File: config.mk
export PLATFORM = sky130hd
export DESIGN_NAME = sdram_row_scheduler
export DESIGN_NICKNAME = d
export VERILOG_FILES = /design/src/rtl/sdram_sched_pkg.sv /design/src/rtl/sdram_ring_ptr.sv /design/src/rtl/sdram_row_scheduler.sv
export SDC_FILE = /design/constraint.sdc
export NUM_CORES = 1
export LEC_CHECK = 0
export ABC_AREA = 1
export CAP_MARGIN = 20
export CORE_ASPECT_RATIO = 1.5
export CORE_MARGIN = 2
export CORE_UTILIZATION = 53
export CTS_BUF_LIST = sky130_fd_sc_hd__clkbuf_4
export DETAILED_ROUTE_END_ITERATION = 10
export PLACE_DENSITY = 0.78
export SYNTH_ARGS = -nofsm -noshare
export SYNTH_HDL_FRONTEND = slang
export SYNTH_SLANG_ARGS = --single-unit
export TNS_END_PERCENT = 20
File: constraint.sdc
create_clock -name clk -period 1.6 [get_ports clk]
set_clock_uncertainty 0.1 [all_clocks]
set_input_delay 0.16 -clock clk [delete_from_list [all_inputs] [get_ports clk]]
set_output_delay 0.16 -clock clk [all_outputs]
set_load 0.02 [all_outputs]
File: src/rtl/sdram_sched_pkg.sv
// Shared definitions for the SDRAM row scheduler: command encodings,
// FSM state encoding and the default row-pointer width.
package sdram_sched_pkg;

   localparam int PTR_W_DEF = 15;

   typedef enum logic [1:0] {
      OP_WR  = 2'b00,
      OP_RD  = 2'b01,
      OP_REF = 2'b10
   } op_t;

   typedef enum logic [1:0] {
      ST_IDLE  = 2'b00,
      ST_ISSUE = 2'b01,
      ST_WAIT  = 2'b10
   } state_t;

endpackage

File: src/rtl/sdram_ring_ptr.sv
// Ring pointer with a wrap bit in the MSB; advances by one on incr and
// wraps modulo 2^W.
module sdram_ring_ptr #(
   parameter int W = 16
) (
   input  logic         clk,
   input  logic         rst,
   input  logic         incr,
   output logic [W-1:0] ptr
);

   always_ff @(posedge clk) begin
      if (rst) begin
         ptr <= '0;
      end else if (incr) begin
         ptr <= ptr + W'(1);
      end
   end

endmodule

File: src/rtl/sdram_row_scheduler.sv
// Schedules whole-row writes, reads and refreshes onto an SDRAM command
// engine, tracking the stored rows as a ring of bank/row pointers.
module sdram_row_scheduler
   import sdram_sched_pkg::*;
#(
   parameter int PTR_W = PTR_W_DEF
) (
   input  logic             clk,
   input  logic             rst,
   input  logic             wr_req,
   input  logic             rd_req,
   input  logic             ref_req,
   output logic             cmd_valid,
   input  logic             cmd_ready,
   output logic [1:0]       cmd_op,
   output logic [1:0]       cmd_bank,
   output logic [PTR_W-3:0] cmd_row,
   input  logic             cmd_done,
   output logic             wr_ack,
   output logic             rd_ack,
   output logic             ref_ack,
   output logic             sdram_empty,
   output logic             sdram_full,
   output logic             busy
);

   // Handshake: a command transfers on the edge where cmd_valid && cmd_ready;
   // cmd_* hold steady from cmd_valid rising until that edge, and the engine
   // signals completion of the transferred command with a one-cycle cmd_done.

   state_t           state;
   op_t              op_q;
   logic             last_grant_rd;
   logic [PTR_W:0]   wr_ptr;
   logic [PTR_W:0]   rd_ptr;
   logic             wr_incr;
   logic             rd_incr;
   logic             wr_ok;
   logic             rd_ok;
   logic             contention;
   logic             grant_valid;
   op_t              grant_op;
   logic [PTR_W-1:0] grant_addr;

   sdram_ring_ptr #(.W(PTR_W + 1)) u_wr_ptr (
      .clk  (clk),
      .rst  (rst),
      .incr (wr_incr),
      .ptr  (wr_ptr)
   );

   sdram_ring_ptr #(.W(PTR_W + 1)) u_rd_ptr (
      .clk  (clk),
      .rst  (rst),
      .incr (rd_incr),
      .ptr  (rd_ptr)
   );

   assign wr_incr = (state == ST_WAIT) && cmd_done && (op_q == OP_WR);
   assign rd_incr = (state == ST_WAIT) && cmd_done && (op_q == OP_RD);

   assign sdram_empty = (wr_ptr == rd_ptr);
   assign sdram_full  = (wr_ptr[PTR_W] != rd_ptr[PTR_W]) &&
                        (wr_ptr[PTR_W-1:0] == rd_ptr[PTR_W-1:0]);

   assign wr_ok      = wr_req && !sdram_full;
   assign rd_ok      = rd_req && !sdram_empty;
   assign contention = !ref_req && wr_ok && rd_ok;

   assign cmd_op = op_q;
   assign busy   = (state != ST_IDLE);

   always_comb begin
      grant_valid = 1'b0;
      grant_op    = OP_WR;
      if (ref_req) begin
         grant_valid = 1'b1;
         grant_op    = OP_REF;
      end else if (contention) begin
         grant_valid = 1'b1;
         grant_op    = last_grant_rd ? OP_WR : OP_RD;
      end else if (wr_ok) begin
         grant_valid = 1'b1;
         grant_op    = OP_WR;
      end else if (rd_ok) begin
         grant_valid = 1'b1;
         grant_op    = OP_RD;
      end
   end

   always_comb begin
      grant_addr = '0;
      case (grant_op)
         OP_WR:   grant_addr = wr_ptr[PTR_W-1:0];
         OP_RD:   grant_addr = rd_ptr[PTR_W-1:0];
         default: grant_addr = '0;
      endcase
   end

   always_ff @(posedge clk) begin
      if (rst) begin
         state         <= ST_IDLE;
         op_q          <= OP_WR;
         cmd_valid     <= 1'b0;
         cmd_bank      <= '0;
         cmd_row       <= '0;
         wr_ack        <= 1'b0;
         rd_ack        <= 1'b0;
         ref_ack       <= 1'b0;
         last_grant_rd <= 1'b1;
      end else begin
         wr_ack  <= 1'b0;
         rd_ack  <= 1'b0;
         ref_ack <= 1'b0;
         case (state)
            ST_IDLE: begin
               if (grant_valid) begin
                  state     <= ST_ISSUE;
                  cmd_valid <= 1'b1;
                  op_q      <= grant_op;
                  cmd_bank  <= grant_addr[PTR_W-1 -: 2];
                  cmd_row   <= grant_addr[PTR_W-3:0];
                  // Only a genuine wr/rd contest moves the round-robin flag.
                  if (contention) begin
                     last_grant_rd <= (grant_op == OP_RD);
                  end
               end
            end
            ST_ISSUE: begin
               if (cmd_ready) begin
                  state     <= ST_WAIT;
                  cmd_valid <= 1'b0;
               end
            end
            ST_WAIT: begin
               if (cmd_done) begin
                  state   <= ST_IDLE;
                  wr_ack  <= (op_q == OP_WR);
                  rd_ack  <= (op_q == OP_RD);
                  ref_ack <= (op_q == OP_REF);
               end
            end
            default: begin
               state     <= ST_IDLE;
               cmd_valid <= 1'b0;
            end
         endcase
      end
   end

endmodule

==> impl_metrics.json, run 1 <==
{
  "cp.arrival_ps": 2380,
  "maxCapViolCount": 0,
  "dp_cells": 607,
  "hold_violations": 0,
  "synth_top_cell_by_area": "dfxtp_1",
  "clkLatencyLatePin_ps": 410,
  "overflow": 0,
  "num-fill-cells": 327,
  "syn_area_sq_um": 2970,
  "critPathSlowestCell": "dfxtp_2",
  "final_nets": 565,
  "slew_headroom": 0.783,
  "path_clk_slew_ps": 180,
  "final-seq-area_sq_um": 1160,
  "clockBufferDepth": 2,
  "cts_tree": "done",
  "drv_slew": 0,
  "finalCoreUtilization": 0.816,
  "ys.warnings.count": 0,
  "syn_nets": 452,
  "yosys-mux-area-fraction": 0,
  "multi_input_area_sq_um": 1830,
  "crit_chain": "inv_1 -> nand2_1 -> nand2_1 -> nor2_2 -> nand2_2 -> inv_2 -> nand2_4 -> nor2_4 -> nor2_4 -> nand2_8 -> buf_12 -> nand3_1 -> nand2_1 -> nand2_1 -> a21oi_2",
  "drive_gt1_frac": 0.411,
  "dr.pass1.iters": 6,
  "cp-start-kind": "flop",
  "synth_compound_area_frac": 0.144,
  "final_area_sq_um": 4450,
  "die-area_sq_um": 6230,
  "synthDominantCellAreaShare": 0.378,
  "drc": 0,
  "cts.sink_count": 56,
  "synth_fa_ha_area_frac": 0.00843,
  "tightest_slew_ps": 326,
  "area_growth_pct": 49.8,
  "htree_levels": 2,
  "finalCriticalPeriod_ps": 2130,
  "hold_class": "input pin to flop",
  "setup_viol": 39,
  "synth_seq_cells": 56,
  "port_buffers": 30,
  "synth_cells": 443,
  "numCtsBuffers": 5,
  "route.detailed.wl_per_inst_microns": 18.0,
  "rows": 33,
  "fin_cells": 627,
  "viasPerCell": 5.94,
  "crit_path_max_fanout": 7,
  "clock-root-buffer": "clkbuf_4",
  "synth_xor_area_frac": 0.00590,
  "critPathMostFrequentCell": "nand2_1",
  "p_leak_nw": 1.96,
  "max_stage_delay_ps": 380,
  "path_class": "flop to flop",
  "die_h_microns": 95.7,
  "ant_nets": 0,
  "fmax_mhz": 469,
  "via_count": 3722,
  "yosysUniqueCellTypes": 34,
  "avgSynthCellArea_sq_um": 6.70,
  "antenna_found_initial": 0,
  "violations": "setup timing",
  "crit_path_end_kind": "flop",
  "status": "finished with violations",
  "grt_use_total": 0.322,
  "drtIter0Drc": 350,
  "io_pins": 31,
  "finalPower_mw": 2.85,
  "setup_slack_ps": -531,
  "required_ps": 1850,
  "place_area_sq_um": 3930,
  "final_cell_mix": "91 x nand2_1, 82 x buf_4, 47 x inv_1",
  "rsz0062_at_grt": "yes",
  "finalCritPeriodShare": 1.33,
  "synthSimpleGateAreaFrac": 0.345,
  "grt_max_degree": 30,
  "die_w_microns": 65.1,
  "core_sq_um": 5450,
  "irDropWorstVdd_uv": 700,
  "yosysSeqAreaShare": 0.378,
  "grt_pass1_vias": 3408,
  "synth_top_cells_by_area": "dfxtp_1 38%, nand2_1 13%, inv_1 8.0%",
  "gp_congestion": 0.927,
  "tns_ps": -12140,
  "grt_pass1_wl_mm": 15.4,
  "diodes": 0,
  "dp_slack_ps": -662,
  "routed_wl_mm": 11.3,
  "power-per-cell-area_nw_per_um2": 640,
  "synth_top_family_by_area": "simple AND/OR/NAND/NOR gates",
  "final_common_cell": "nand2_1",
  "place_hpwl_mm": 6.48,
  "holdWs_ps": 305,
  "start_util": 0.545
}
==> routing by layer <==
layer | GRT usage | vias to the layer above | share of wire
met5 | 0 | - | 0
met4 | 0.193 | 0 | 0.088
met3 | 0.0472 | 103 | 0.072
met2 | 0.601 | 261 | 0.49
met1 | 0.335 | 1694 | 0.35
li1 | - | 1664 | -
==> where the power goes <==
group          leakage, nW  internal (mW)  total, mW  switching (mW)
combinational         1.45          0.220      0.581           0.360
clock               0.0412          0.326      0.815           0.488
sequential           0.468           1.43       1.45          0.0245
total                 1.96           1.97       2.85           0.873
==> cell families after synthesis <==
kind of cell	Yosys count
buf+inv	83
fa+ha+maj	2
xor+xnor	2
simple gates	223
flops	56
compound gates	77
==> final timing paths <==
path	end	slack, ps	cells past startpoint	from
worst max-delay path	cmd_row[5]	-530	15	u_rd_ptr.ptr[1]
worst min-delay path	cmd_valid	310	2	rst
worst max register to register	cmd_row[5]	-530	15	u_rd_ptr.ptr[1]
worst min register to register	cmd_row[0]	370	2	cmd_row[0]
==> critical path, delay by kind of cell, from the launching register on <==
| family | cells | cell delay [ps] |
|---|---|---|
| AOI/OAI and AO/OA | 1 | 180 |
| buffers and inverters | 3 | 300 |
| DFF | 1 | 380 |
| and+or+nand+nor | 11 | 1120 |
==> synthesized netlist by cell type, drive strengths merged <==
library cell	number
a21oi	46
inv	68
nor4	3
dfxtp	56
o211a	1
o211ai	1
o21bai	1
nor2	36
nand2	114
clkbuf	7
o21ai	27
nand3	35
xnor2	2
or2	1
nor3	16
ha	2
clkinv	1
nand4	16
nand3b	2
buf	7
o21a	1
==> sequential cells by signal, summed over array words and instances, names as in the netlist <==
name,cells
last_grant_rd,1
ref_ack,1
cmd_row,13
rd_ack,1
u_wr_ptr.ptr,16
state,2
cmd_op,2
wr_ack,1
cmd_bank,2
u_rd_ptr.ptr,16
cmd_valid,1
==> layout make-up <==
cell class | instances | area share
Timing Repair Buffer | 120 | 0.230
Multi-Input combinational cell | 304 | 0.412
Clock buffer | 5 | 0.00844
Inverter | 69 | 0.0594
Clock inverter | 3 | 0.00957
Tap cell | 70 | 0.0197
Sequential cell | 56 | 0.261
==> repair_timing <==
| item | 4_1_cts | 5_1_grt |
|---|---|---|
| cloned | 0 | 1 |
| setup endpoints to repair | 60 | 43 |
| resized for setup | 86 | 58 |
| hold buffers | 0 | 0 |
| pin swaps | 24 | 35 |
| setup buffers | 4 | 7 |
(Power assumes the default switching activity.)
==> run 2, diff against run 1 <==
- PLACE_DENSITY: 0.78 -> 0.75
==> run 2 against run 1 <==
  * The run still ends with setup timing left
  * Via count shrank 6.2%
  * Power shrank 5.5%
  * Count of clock-buffer cells in the layout grew 1
  * Critical path type unchanged
==> impl_metrics.json, run 2 (synthesis results as in run 1) <==
{
  "drtIter0Drc": 252,
  "rsz0062_at_grt": "yes",
  "dp_slack_ps": -620,
  "fmax_mhz": 488,
  "clockBufferDepth": 2,
  "holdPathStages": 3,
  "die-area_sq_um": 6230,
  "grt_use_total": 0.289,
  "hp-start": "cmd_done",
  "setup_viol": 40,
  "max_stage_delay_ps": 390,
  "grt_max_degree": 28,
  "numCtsBuffers": 5,
  "start_util": 0.545,
  "slew_headroom": 0.795,
  "tightest_slew_ps": 305,
  "hold_violations": 0,
  "maxCapViolCount": 0,
  "htree_levels": 2,
  "via_count": 3490,
  "route.detailed.wl_per_inst_microns": 15.3,
  "rows": 33,
  "drive_gt1_frac": 0.391,
  "cp.arrival_ps": 2270,
  "path_class": "flop to flop",
  "final_nets": 571,
  "critPathSlowestCell": "dfxtp_2",
  "overflow": 0,
  "grt_pass1_vias": 3147,
  "crit_chain": "inv_2 -> nand2_2 -> nand2_1 -> nor2_1 -> nand2_1 -> nor2_2 -> nand3_2 -> buf_6 -> nand2_4 -> nand3_4 -> nand2_8 -> buf_8 -> a21oi_1 -> nand2_1 -> inv_1",
  "num-fill-cells": 380,
  "place_hpwl_mm": 6.00,
  "final_cell_mix": "95 x nand2_1, 86 x buf_4, 52 x inv_1",
  "ant_nets": 0,
  "required_ps": 1820,
  "critPathMostFrequentCell": "nand2_1",
  "drc": 0,
  "port_buffers": 30,
  "area_growth_pct": 47.8,
  "setup_slack_ps": -450,
  "finalPower_mw": 2.69,
  "irDropWorstVdd_uv": 468,
  "p_leak_nw": 2.01,
  "core_sq_um": 5450,
  "finalCritPeriodShare": 1.28,
  "regToRegStartpoint": "u_rd_ptr.ptr[0]",
  "gp_congestion": 0.846,
  "fin_cells": 633,
  "crit_path_max_fanout": 7,
  "die_w_microns": 65.1,
  "dr.pass1.iters": 5,
  "hold_class": "input pin to flop",
  "drv_slew": 0,
  "crit_path_end_kind": "flop",
  "die_h_microns": 95.7,
  "status": "finished with violations",
  "viasPerCell": 5.51,
  "diodes": 0,
  "finalCriticalPeriod_ps": 2050,
  "dp_cells": 615,
  "routed_wl_mm": 9.72,
  "reg2reg_to": "cmd_row[7]",
  "cp-start-kind": "flop",
  "holdPathEnd": "ref_ack",
  "grt_pass1_wl_mm": 14.0,
  "io_pins": 31,
  "clock-root-buffer": "clkbuf_4",
  "reg_top3": "u_rd_ptr.ptr: 16 flops, u_wr_ptr.ptr: 16 flops, cmd_row: 13 flops",
  "reg2reg_slack_ps": -450,
  "postCtsHoldBufs": 0,
  "final_common_cell": "nand2_1",
  "clkLatencyLatePin_ps": 390,
  "cts.sink_count": 56,
  "holdWs_ps": 358,
  "power-per-cell-area_nw_per_um2": 613,
  "antenna_found_initial": 0,
  "violations": "setup timing",
  "path_clk_slew_ps": 170,
  "cts_tree": "done",
  "reg2reg_depth": 15
}
==> run 2: worst max-delay path by stage <==
stage / start / endpoint / slack [ps]
after floorplan: u_wr_ptr.ptr[3] / cmd_bank[1] / -80
after global placement: cmd_done / u_rd_ptr.ptr[15] / -530
after detailed placement: cmd_done / u_wr_ptr.ptr[13] / -620
after CTS: u_wr_ptr.ptr[1] / cmd_valid / -350
after global routing: u_wr_ptr.ptr[0] / cmd_row[7] / -600
final: u_rd_ptr.ptr[0] / cmd_row[7] / -450
==> run 2: through the flow <==
| step | utilization | setup TNS (ps) | instance area (sq um) |
|---|---|---|---|
| after floorplan | - | -1400 | 3010 |
| after global placement | 0.727 | -16310 | 3960 |
| after detailed placement | 0.727 | -18790 | 3960 |
| after CTS | 0.762 | -9600 | 4150 |
| after global routing | 0.805 | -17400 | 4390 |
| final | 0.805 | -12090 | 4390 |
==> run 2: what timing repair did <==
item | 4_1_cts | 5_1_grt
pin swaps | 10 | 28
gates cloned | 0 | 1
hold endpoints to repair | 0 | 0
gates resized for setup | 70 | 55
setup buffers | 5 | 4
setup endpoints to repair | 58 | 45
==> run 2: worst max-delay path, delay by kind of cell (launching register included) <==
family	cells	cell delay, ps
flip-flops	1	390
AND/OR/NAND/NOR	10	1030
AO/OA/AOI/OAI	1	70
buffers and inverters	4	380
==> run 2: final cells by class <==
cell class / instances / area [sq um] / share of cell area
sequential: 56 / 1160 / 0.265
clock buffer: 6 / 45.0 / 0.0103
multi-input combinational: 304 / 1730 / 0.394
clock inverter: 2 / 16.3 / 0.00371
inverter: 69 / 264 / 0.0602
tap: 70 / 87.6 / 0.0200
timing repair buffer: 126 / 1080 / 0.247
==> run 2: per-layer routing <==
layer / track usage / routed length [microns] / vias up
li1: - / - / 1670
met1: 0.325 / 3610 / 1626
met2: 0.523 / 5160 / 151
met3: 0.0401 / 515 / 43
met4: 0.151 / 435 / 0
met5: 0 / 0 / -
==> run 2: power breakdown <==
group	internal, mW	switching [mW]	total [mW]
Combinational	0.232	0.340	0.572
Sequential	1.43	0.0234	1.45
Clock	0.193	0.475	0.668
Total	1.85	0.839	2.69
==> run 3, diff against run 2 <==
- PLACE_DENSITY: 0.75 -> 0.78
==> results of run 3 <==
Final layout, timing and power as in run 1 (identical DEF).
